--- src/rtl/arb_pkg.sv ---
// Shared constants and types for the requester-queue / arbiter front end.
package arb_pkg;

  localparam int NUM_REQ = 4;
  localparam int GNT_W   = 2;

  typedef logic [GNT_W-1:0] gnt_idx_t;

endpackage

--- src/rtl/arb_req_fifo.sv ---
// One requester queue: a DEPTH-entry circular FIFO with an occupancy count.
// The parent gates push and pop, so this block trusts them.
module arb_req_fifo #(
  parameter int DW    = 8,
  parameter int DEPTH = 4
) (
  input  logic                       clk,
  input  logic                       rst,
  input  logic                       push,
  input  logic                       pop,
  input  logic [DW-1:0]              din,
  output logic [DW-1:0]              dout,
  output logic [$clog2(DEPTH+1)-1:0] count
);

  localparam int PW = $clog2(DEPTH);
  localparam int CW = $clog2(DEPTH+1);

  logic [DW-1:0] mem [DEPTH];
  logic [PW-1:0] wr_ptr;
  logic [PW-1:0] rd_ptr;

  assign dout = mem[rd_ptr];

  // Storage array has no reset; only pointers and count define validity.
  always_ff @(posedge clk) begin
    if (push) mem[wr_ptr] <= din;
  end

  // Pointers wrap naturally because DEPTH is a power of two.
  always_ff @(posedge clk or posedge rst) begin
    if (rst) begin
      wr_ptr <= '0;
      rd_ptr <= '0;
      count  <= '0;
    end else begin
      if (push) wr_ptr <= wr_ptr + PW'(1);
      if (pop)  rd_ptr <= rd_ptr + PW'(1);
      case ({push, pop})
        2'b10:   count <= count + CW'(1);
        2'b01:   count <= count - CW'(1);
        default: count <= count;
      endcase
    end
  end

endmodule

--- src/rtl/arb_req_queue.sv ---
// Four requester queues feeding a registered-grant round-robin arbiter.
// Requests are masked by the grant already in flight so an entry is never
// asked for twice; a granted entry is popped and presented for one cycle.
module arb_req_queue
  import arb_pkg::*;
#(
  parameter int DW    = 8,
  parameter int DEPTH = 4
) (
  input  logic                  arb_clk,
  input  logic                  arb_rst,
  input  logic [NUM_REQ-1:0]    in_valid,
  input  logic [NUM_REQ*DW-1:0] in_data,
  output logic [NUM_REQ-1:0]    in_ready,
  output logic                  arb_req0,
  output logic                  arb_req1,
  output logic                  arb_req2,
  output logic                  arb_req3,
  input  logic [GNT_W-1:0]      arb_gnt,
  output logic                  out_valid,
  output logic [GNT_W-1:0]      out_id,
  output logic [DW-1:0]         out_data,
  output logic                  gnt_err
);

  localparam int CW = $clog2(DEPTH+1);

  logic [CW-1:0]      count     [NUM_REQ];
  logic [CW-1:0]      eff_count [NUM_REQ];
  logic [DW-1:0]      head      [NUM_REQ];
  logic [NUM_REQ-1:0] push_en;
  logic [NUM_REQ-1:0] pop_en;
  logic [NUM_REQ-1:0] req;
  logic               gnt_pending;
  logic               gnt_hit;
  gnt_idx_t           gnt_idx;

  assign gnt_idx = gnt_idx_t'(arb_gnt);
  assign gnt_hit = gnt_pending && (count[gnt_idx] != '0);

  for (genvar i = 0; i < NUM_REQ; i++) begin : g_lane
    logic pend_here;

    assign in_ready[i] = (count[i] < CW'(DEPTH));
    assign push_en[i]  = in_valid[i] & in_ready[i];
    assign pop_en[i]   = gnt_hit && (gnt_idx == gnt_idx_t'(i));
    // Subtract the in-flight grant only when there is something to take,
    // so a bogus grant to an empty queue cannot wrap the effective count.
    assign pend_here    = gnt_pending && (gnt_idx == gnt_idx_t'(i)) && (count[i] != '0);
    assign eff_count[i] = count[i] - CW'(pend_here);
    assign req[i]       = (eff_count[i] != '0);

    arb_req_fifo #(
      .DW    (DW),
      .DEPTH (DEPTH)
    ) u_fifo (
      .clk   (arb_clk),
      .rst   (arb_rst),
      .push  (push_en[i]),
      .pop   (pop_en[i]),
      .din   (in_data[i*DW +: DW]),
      .dout  (head[i]),
      .count (count[i])
    );
  end

  assign arb_req0 = req[0];
  assign arb_req1 = req[1];
  assign arb_req2 = req[2];
  assign arb_req3 = req[3];

  // Grant qualification, dispatch register and sticky bad-grant flag.
  always_ff @(posedge arb_clk or posedge arb_rst) begin
    if (arb_rst) begin
      gnt_pending <= 1'b0;
      out_valid   <= 1'b0;
      out_id      <= '0;
      out_data    <= '0;
      gnt_err     <= 1'b0;
    end else begin
      gnt_pending <= |req;
      out_valid   <= gnt_hit;
      if (gnt_hit) begin
        out_id   <= gnt_idx;
        out_data <= head[gnt_idx];
      end
      if (gnt_pending && !gnt_hit) gnt_err <= 1'b1;
    end
  end

endmodule

--- config.mk ---
export PLATFORM = sky130hd
export DESIGN_NAME = arb_req_queue
export DESIGN_NICKNAME = d
export VERILOG_FILES = /design/src/rtl/arb_pkg.sv /design/src/rtl/arb_req_fifo.sv /design/src/rtl/arb_req_queue.sv
export SDC_FILE = /design/constraint.sdc
export NUM_CORES = 1
export LEC_CHECK = 0
export ABC_AREA = 1
export CAP_MARGIN = 10
export CORE_UTILIZATION = 35
export DETAILED_ROUTE_END_ITERATION = 7
export DONT_BUFFER_PORTS = 1
export GPL_TIMING_DRIVEN = 0
export MAX_ROUTING_LAYER = met4
export SLEW_MARGIN = 20
export SYNTH_ARGS = -nofsm -noshare
export SYNTH_HDL_FRONTEND = slang
export SYNTH_SLANG_ARGS = --single-unit
--- constraint.sdc ---
create_clock -name arb_clk -period 2.2 [get_ports arb_clk]
set_input_delay 0.33 -clock arb_clk [delete_from_list [all_inputs] [get_ports arb_clk]]
set_output_delay 0.33 -clock arb_clk [all_outputs]
set_load 0.05 [all_outputs]
# After elaboration in Yosys (flattened, before gate mapping)
# Memories as Yosys holds them, arrays and structs flattened.
# Index checks and enable logic that the tools add are counted.
# op_classes
n_reduce_logical	30
n_eq_ne	11
muxes	18
n_addsub	20
magnitude_cmp	5
bitwise_logic	5
# op_table
op	count
3-bit nonzero test	9
3-bit case mux with 2 select lines	4
2-bit by 1-bit adder with 2-bit output, second input constant	8
8-bit binary-select mux with 2-bit select	1
8-bit two-way mux	2
1-bit logical AND	14
3-bit by 1-bit adder with 3-bit output, second input constant	4
2-bit equality test, second input constant	6
3-bit less-than comparator, second input constant	4
3-bit by 1-bit subtractor with 3-bit output	4
3-bit by 1-bit subtractor with 3-bit output, second input constant	4
2-bit by 1-bit equality test with 1-bit output, second input constant	5
1-bit two-way mux	8
2-bit nonzero test	4
3-bit binary-select mux with 2-bit select	1
3-bit two-way mux	2
1-bit AND	4
4-bit OR reduction	1
3-bit greater-or-equal comparator, second input constant	1
2-bit NOT with 3-bit output	1
2-bit zero test	1
1-bit zero test	1
# word_totals
mem_bits_rw	128
output_inout_bits	20
register_bits	41
elab_cells	110
memories	4
in_bits	40
# mem_list
name	words	word_bits	read_ports	rd_ports_with_merged_regs	wr	line_no	text
g_lane[0].u_fifo.mem	4	8	1	0	1	arb_req_fifo.sv:19	logic [DW-1:0] mem [DEPTH];
g_lane[1].u_fifo.mem	4	8	1	0	1	arb_req_fifo.sv:19	
g_lane[2].u_fifo.mem	4	8	1	0	1	arb_req_fifo.sv:19	
g_lane[3].u_fifo.mem	4	8	1	0	1	arb_req_fifo.sv:19	

# Depth between registers and ports, before layout
# depth
ltp_word	9
mapped_depth	10
depth_no_buf	10

# By module
# From an unflattened synthesis, not the netlist that was laid out.
# unflattened
hier_cells	780
area_unflattened_um2	7990.2
# by_module_without_submodules
module	n_inst	area_per_inst_um2	cells_per_inst	seq_area_each_um2
arb_req_fifo	4	1739.2	155	1136.1
arb_req_queue	1	1033.5	160	325.3

# Worst setup path after synthesis
# No wires, ideal clock.
# synth_timing
path_type	reg2reg
start	register g_lane[1].u_fifo.count[2]
end	register g_lane[1].u_fifo.count[2]
synth_period_minus_slack_ns	2.292
n_path_buf	0
setup_ns	0.137
path_slack_ns	-0.092
path_stages_with_launch	11
required_ns	2.063
arrival_time_ns	2.154
path_cell_list	dfrtp_1 -> clkinv_1 -> nand3_1 -> nand3_1 -> inv_1 -> ha_1 -> inv_1 -> fa_1 -> a21oi_1 -> o21ai_0 -> xor2_1
# synth_via
elab_cells_between_ends	14
cone_classes	add/sub: 2; order compare: 1; eq/ne: 2; mux: 4; bitwise: 1; reduce/logical: 4
# synth_rtl
element	line_no	text
from (decl)	arb_req_fifo.sv:13	output logic [$clog2(DEPTH+1)-1:0] count
from (signal assigned)	arb_req_fifo.sv:40	2'b10: count <= count + CW'(1);
from (signal assigned)	arb_req_fifo.sv:41	2'b01: count <= count - CW'(1);
from (signal assigned)	arb_req_fifo.sv:42	default: count <= count;
3-bit less-than comparator (*)	arb_req_queue.sv:44	assign in_ready[i] = (count[i] < CW'(DEPTH));
via in_ready[1]	arb_req_queue.sv:14	output logic [NUM_REQ-1:0] in_ready,
1-bit AND (*)	arb_req_queue.sv:45	assign push_en[i] = in_valid[i] & in_ready[i];
2-bit by 1-bit equality test with 1-bit output or 2-bit equality test (tied branches)	arb_req_fifo.sv:39	case ({push, pop})
3-bit case mux with 2 select lines or 2-bit nonzero test (tied branches)	-	
# The timed path passes the listed nets; every way through them passes the cells marked *. The select of a mux whose other input is x is not followed.
# A chain may end at the register's enable or synchronous reset.

# Worst setup path in the final report
# layout_timing
start	register g_lane[2].u_fifo.count[2]
end	output arb_req2
# layout_via
elab_chain_len	4
# layout_lines
element	line_no	text
from (decl)	arb_req_fifo.sv:13	
from (signal assigned)	arb_req_fifo.sv:40	
from (signal assigned)	arb_req_fifo.sv:41	
from (signal assigned)	arb_req_fifo.sv:42	
3-bit nonzero test	arb_req_queue.sv:49	assign pend_here = gnt_pending && (gnt_idx == gnt_idx_t'(i)) && (count[i] != '0);
1-bit logical AND	arb_req_queue.sv:49	
3-bit by 1-bit subtractor with 3-bit output (*)	arb_req_queue.sv:50	assign eff_count[i] = count[i] - CW'(pend_here);
3-bit nonzero test (*)	arb_req_queue.sv:51	assign req[i] = (eff_count[i] != '0);
to (decl)	arb_req_queue.sv:17	output logic arb_req2,
# Mark *: on every way between the ends. The rest lies on a longest branch, timed or not.

==> impl_metrics.csv <==
group,metric,value,unit
outcome,outcome,"finished, final reports clean",
global_route,grt_usage,0.1545,
clocking,cts_tree,"built",
timing,slew_headroom,0.4530,
floorplanning,die_y,147.0,um
timing,fmax,467.2,MHz
timing,rsz0062_at_grt,"true",
synthesis,synthArstFlopShare,0.2426,
layout,syn_to_final_growth,21.00,%
clocking,cts_buffers,17,
layout,n_antenna_cell,0,
power,vdd_drop_max,628.0,uV
timing,setup_viol,0,
synthesis,yosysTopAreaCellShare,0.5223,
synthesis,synth_largest_area_cell,"edfxtp_1",
timing,clock-skew-final,14.31,ps
synthesis,syn_nets,721,
placed_design,dp_cells,924,
detailed_routing,routedWlPerCell,15.38,um
critical_path,worstPathRequired,1870,ps
detailed_routing,antenna_left,0,
global_route,grt_pass1_vias,4457,
job,max-cap-violations,0,
global_route,antenna_found_initial,0,
worst_hold_path,worstHoldPathCells,2,
timing,fin_tns_setup,0,ps
synthesis,yosys_warnings,0,
critical_path,cpMaxStageDelayCell,"dfrtp_1",
synthesis,synth-main-ff-cell,"edfxtp_1",
clocking,cts_sinks,169,
timing,worstMarginPinSlew,817.5,ps
power,power_per_cell_area,1304,mW/mm^2
global_route,grt_pass1_wl,23970,um
placed_design,gp_congestion,0.7785,
power,p_leak,3.500,nW
floorplanning,core.rowCount,52,
critical_path,rr_worst_depth,11,
floorplanning,die_x,147.0,um
floorplanning,io_pins,60,
layout,final_cells,996,
layout,drive_above_1_share,0.1446,
timing,finalCritPeriodShare,0.9729,
timing,fin_crit,2140,ps
timing,drv_slew,0,
synthesis,synth.distinct_cells,24,
floorplanning,dieArea,0.02161,mm^2
synthesis,avgSynthCellArea,11.27,um^2
synthesis,yosys_register_bits,169,
synthesis,netlist_area,0.007360,mm^2
critical_path,path_common_cell,"nand3_2",
clocking,clockBufferDepth,2,
critical_path,cpPeakStageDelay,400,ps
synthesis,syn_inst,653,
detailed_routing,drc_errors,0,
synthesis,synth_edf_count,128,
detailed_routing,vias,4647,
worst_hold_path,hp-class,"input port to register",
clocking,htreeDepth,4,
floorplanning,coreArea,0.02043,mm^2
clocking,clk_pin_slew,60,ps
critical_path,cp_max_fo,6,
layout,nets,781,
timing,hold_viol,0,
placed_design,hpwl,10440,um
critical_path,cp-end-kind,"output pin",
critical_path,start_kind,"register",
clocking,clk_latency,430,ps
global_route,overflow,0,
placed_design,port_buffers,0,
clocking,root_buffer,"clkbuf_16",
critical_path,path_cells,"clkinv_4, nand3_4, nand3_2, inv_1, ha_4, nand3_2, o21bai_4",
timing,whs,67.08,ps
global_route,grt_max_degree,33,
detailed_routing,routed_wl,15320,um
synthesis,yosysSeqAreaShare,0.6617,
synthesis,synth_area_leaders,"edfxtp_1 52%, dfrtp_1 14%, nand2_1 9.3%",
detailed_routing,drtPass1Iterations,4,
detailed_routing,drtIter0Drc,273,
detailed_routing,routed_via_density,4.666,
critical_path,worstPathArrival,1810,ps
floorplanning,start_util,0.3602,
critical_path,worst-setup-path-type,"register to output pin",
cell usage after synthesis (7+ instances only):
cell type	n
nor2_1	23
o21ai_2	11
xor2_1	12
buf_2	9
ha_1	24
inv_2	7
clkbuf_1	7
xnor2_1	8
nand2_1	183
a21oi_1	8
edfxtp_1	128
inv_1	50
o21ai_0	12
dfrtp_1	41
nand3_1	107
through the flow:
step                      area (um^2)  utilization  worst slack [ps]  power [mW]
after floorplan                  7368            -             12.97       7.449
after global placement           7706       0.3772            -273.1       8.268
after CTS                        8796       0.4305            -3.978       11.52
final                            8905       0.4359             59.64       11.61
after global routing             8905       0.4359            -44.59       12.34
after detailed placement         7730       0.3784            -283.7       8.350
path summary, 6_finish.rpt:
path / start / to / slack (ps)
hold / removal: arb_gnt[1] / out_id[1] / 70
setup / recovery: g_lane[2].u_fifo.count[2] / arb_req2 / 60
min in group asynchronous: arb_rst / g_lane[3].u_fifo.count[2] / 280
max in group asynchronous: arb_rst / g_lane[0].u_fifo.rd_ptr[1] / 1460
hold reg to reg: g_lane[3].u_fifo.count[1] / g_lane[3].u_fifo.count[1] / 480
setup reg to reg: g_lane[3].u_fifo.count[2] / g_lane[3].u_fifo.count[2] / 140
routing by layer:
layer	vias to the layer above	part of all wire	GRT usage
li1	2323	-	-
met1	2184	0.45	0.1953
met2	122	0.47	0.2263
met3	18	0.065	0.04783
met4	0	0.021	0.07216
met5	-	0	-
worst max-delay path, delay by kind of cell, from the launching register on:
family | cells | cell delay, ps
and+or+nand+nor | 3 | 230
buffers and inverters | 2 | 230
AOI/OAI and AO/OA | 1 | 260
DFF | 1 | 400
adders and majority gates | 1 | 260
flip-flops by register name, indices dropped and copies added, names as in the netlist:
signal                flops
out_data                  8
g_lane.u_fifo.wr_ptr      8
g_lane.u_fifo.mem       128
out_valid                 1
gnt_pending               1
gnt_err                   1
out_id                    2
g_lane.u_fifo.count      12
g_lane.u_fifo.rd_ptr      8
power by group:
part | switching [mW] | internal [mW] | leakage [nW]
Combinational | 2.67 | 1.29 | 1.59
Sequential | 0.628 | 4.13 | 1.64
Clock | 1.15 | 1.75 | 0.274
Total | 4.45 | 7.16 | 3.50
what timing repair did:
action,CTS,global route
gates resized for setup,24,23
endpoints found under the setup margin,8,7
pin swaps,2,5
gates cloned,0,0
hold endpoints to repair,169,0
buffers inserted,4,3
hold buffers,33,0
cell usage in the layout, fill, tap and decap left out, types with 6 or more instances in the layout:
| master | count |
|---|---|
| inv_2 | 16 |
| buf_4 | 7 |
| edfxtp_1 | 128 |
| inv_1 | 41 |
| buf_2 | 9 |
| nor2_1 | 22 |
| dlygate4sd3_1 | 33 |
| nand3_4 | 6 |
| clkbuf_16 | 19 |
| a21oi_1 | 8 |
| dfrtp_1 | 40 |
| xor2_1 | 12 |
| clkbuf_1 | 13 |
| ha_1 | 20 |
| o21ai_0 | 11 |
| nand2_1 | 182 |
| nand3_1 | 97 |
| xnor2_1 | 8 |
| o21ai_2 | 11 |
area by class of cell:
cell class | count | area, um^2
fillers | 1900 | 11520
flip-flops and latches | 169 | 4871
multi-input cells | 406 | 2379
clock buffers | 27 | 525.5
repair buffers | 41 | 402.9
well taps | 270 | 337.8
inverters | 61 | 249.0
plain buffers | 17 | 82.58
clock inverters | 5 | 57.56
logic make-up (layout without fill, tap and decap cells):
logic type | after synthesis | in the layout | share of synthesized area
adders and majority gates | 28 | 28 | 0.05168
DFF | 169 | 169 | 0.6617
xor gates and xnor gates | 20 | 20 | 0.02380
AOI/OAI and AO/OA | 36 | 36 | 0.03179
buffers and inverters | 78 | 151 | 0.04233
and+or+nand+nor | 322 | 322 | 0.1887
Power figures use the tool's default switching activity.
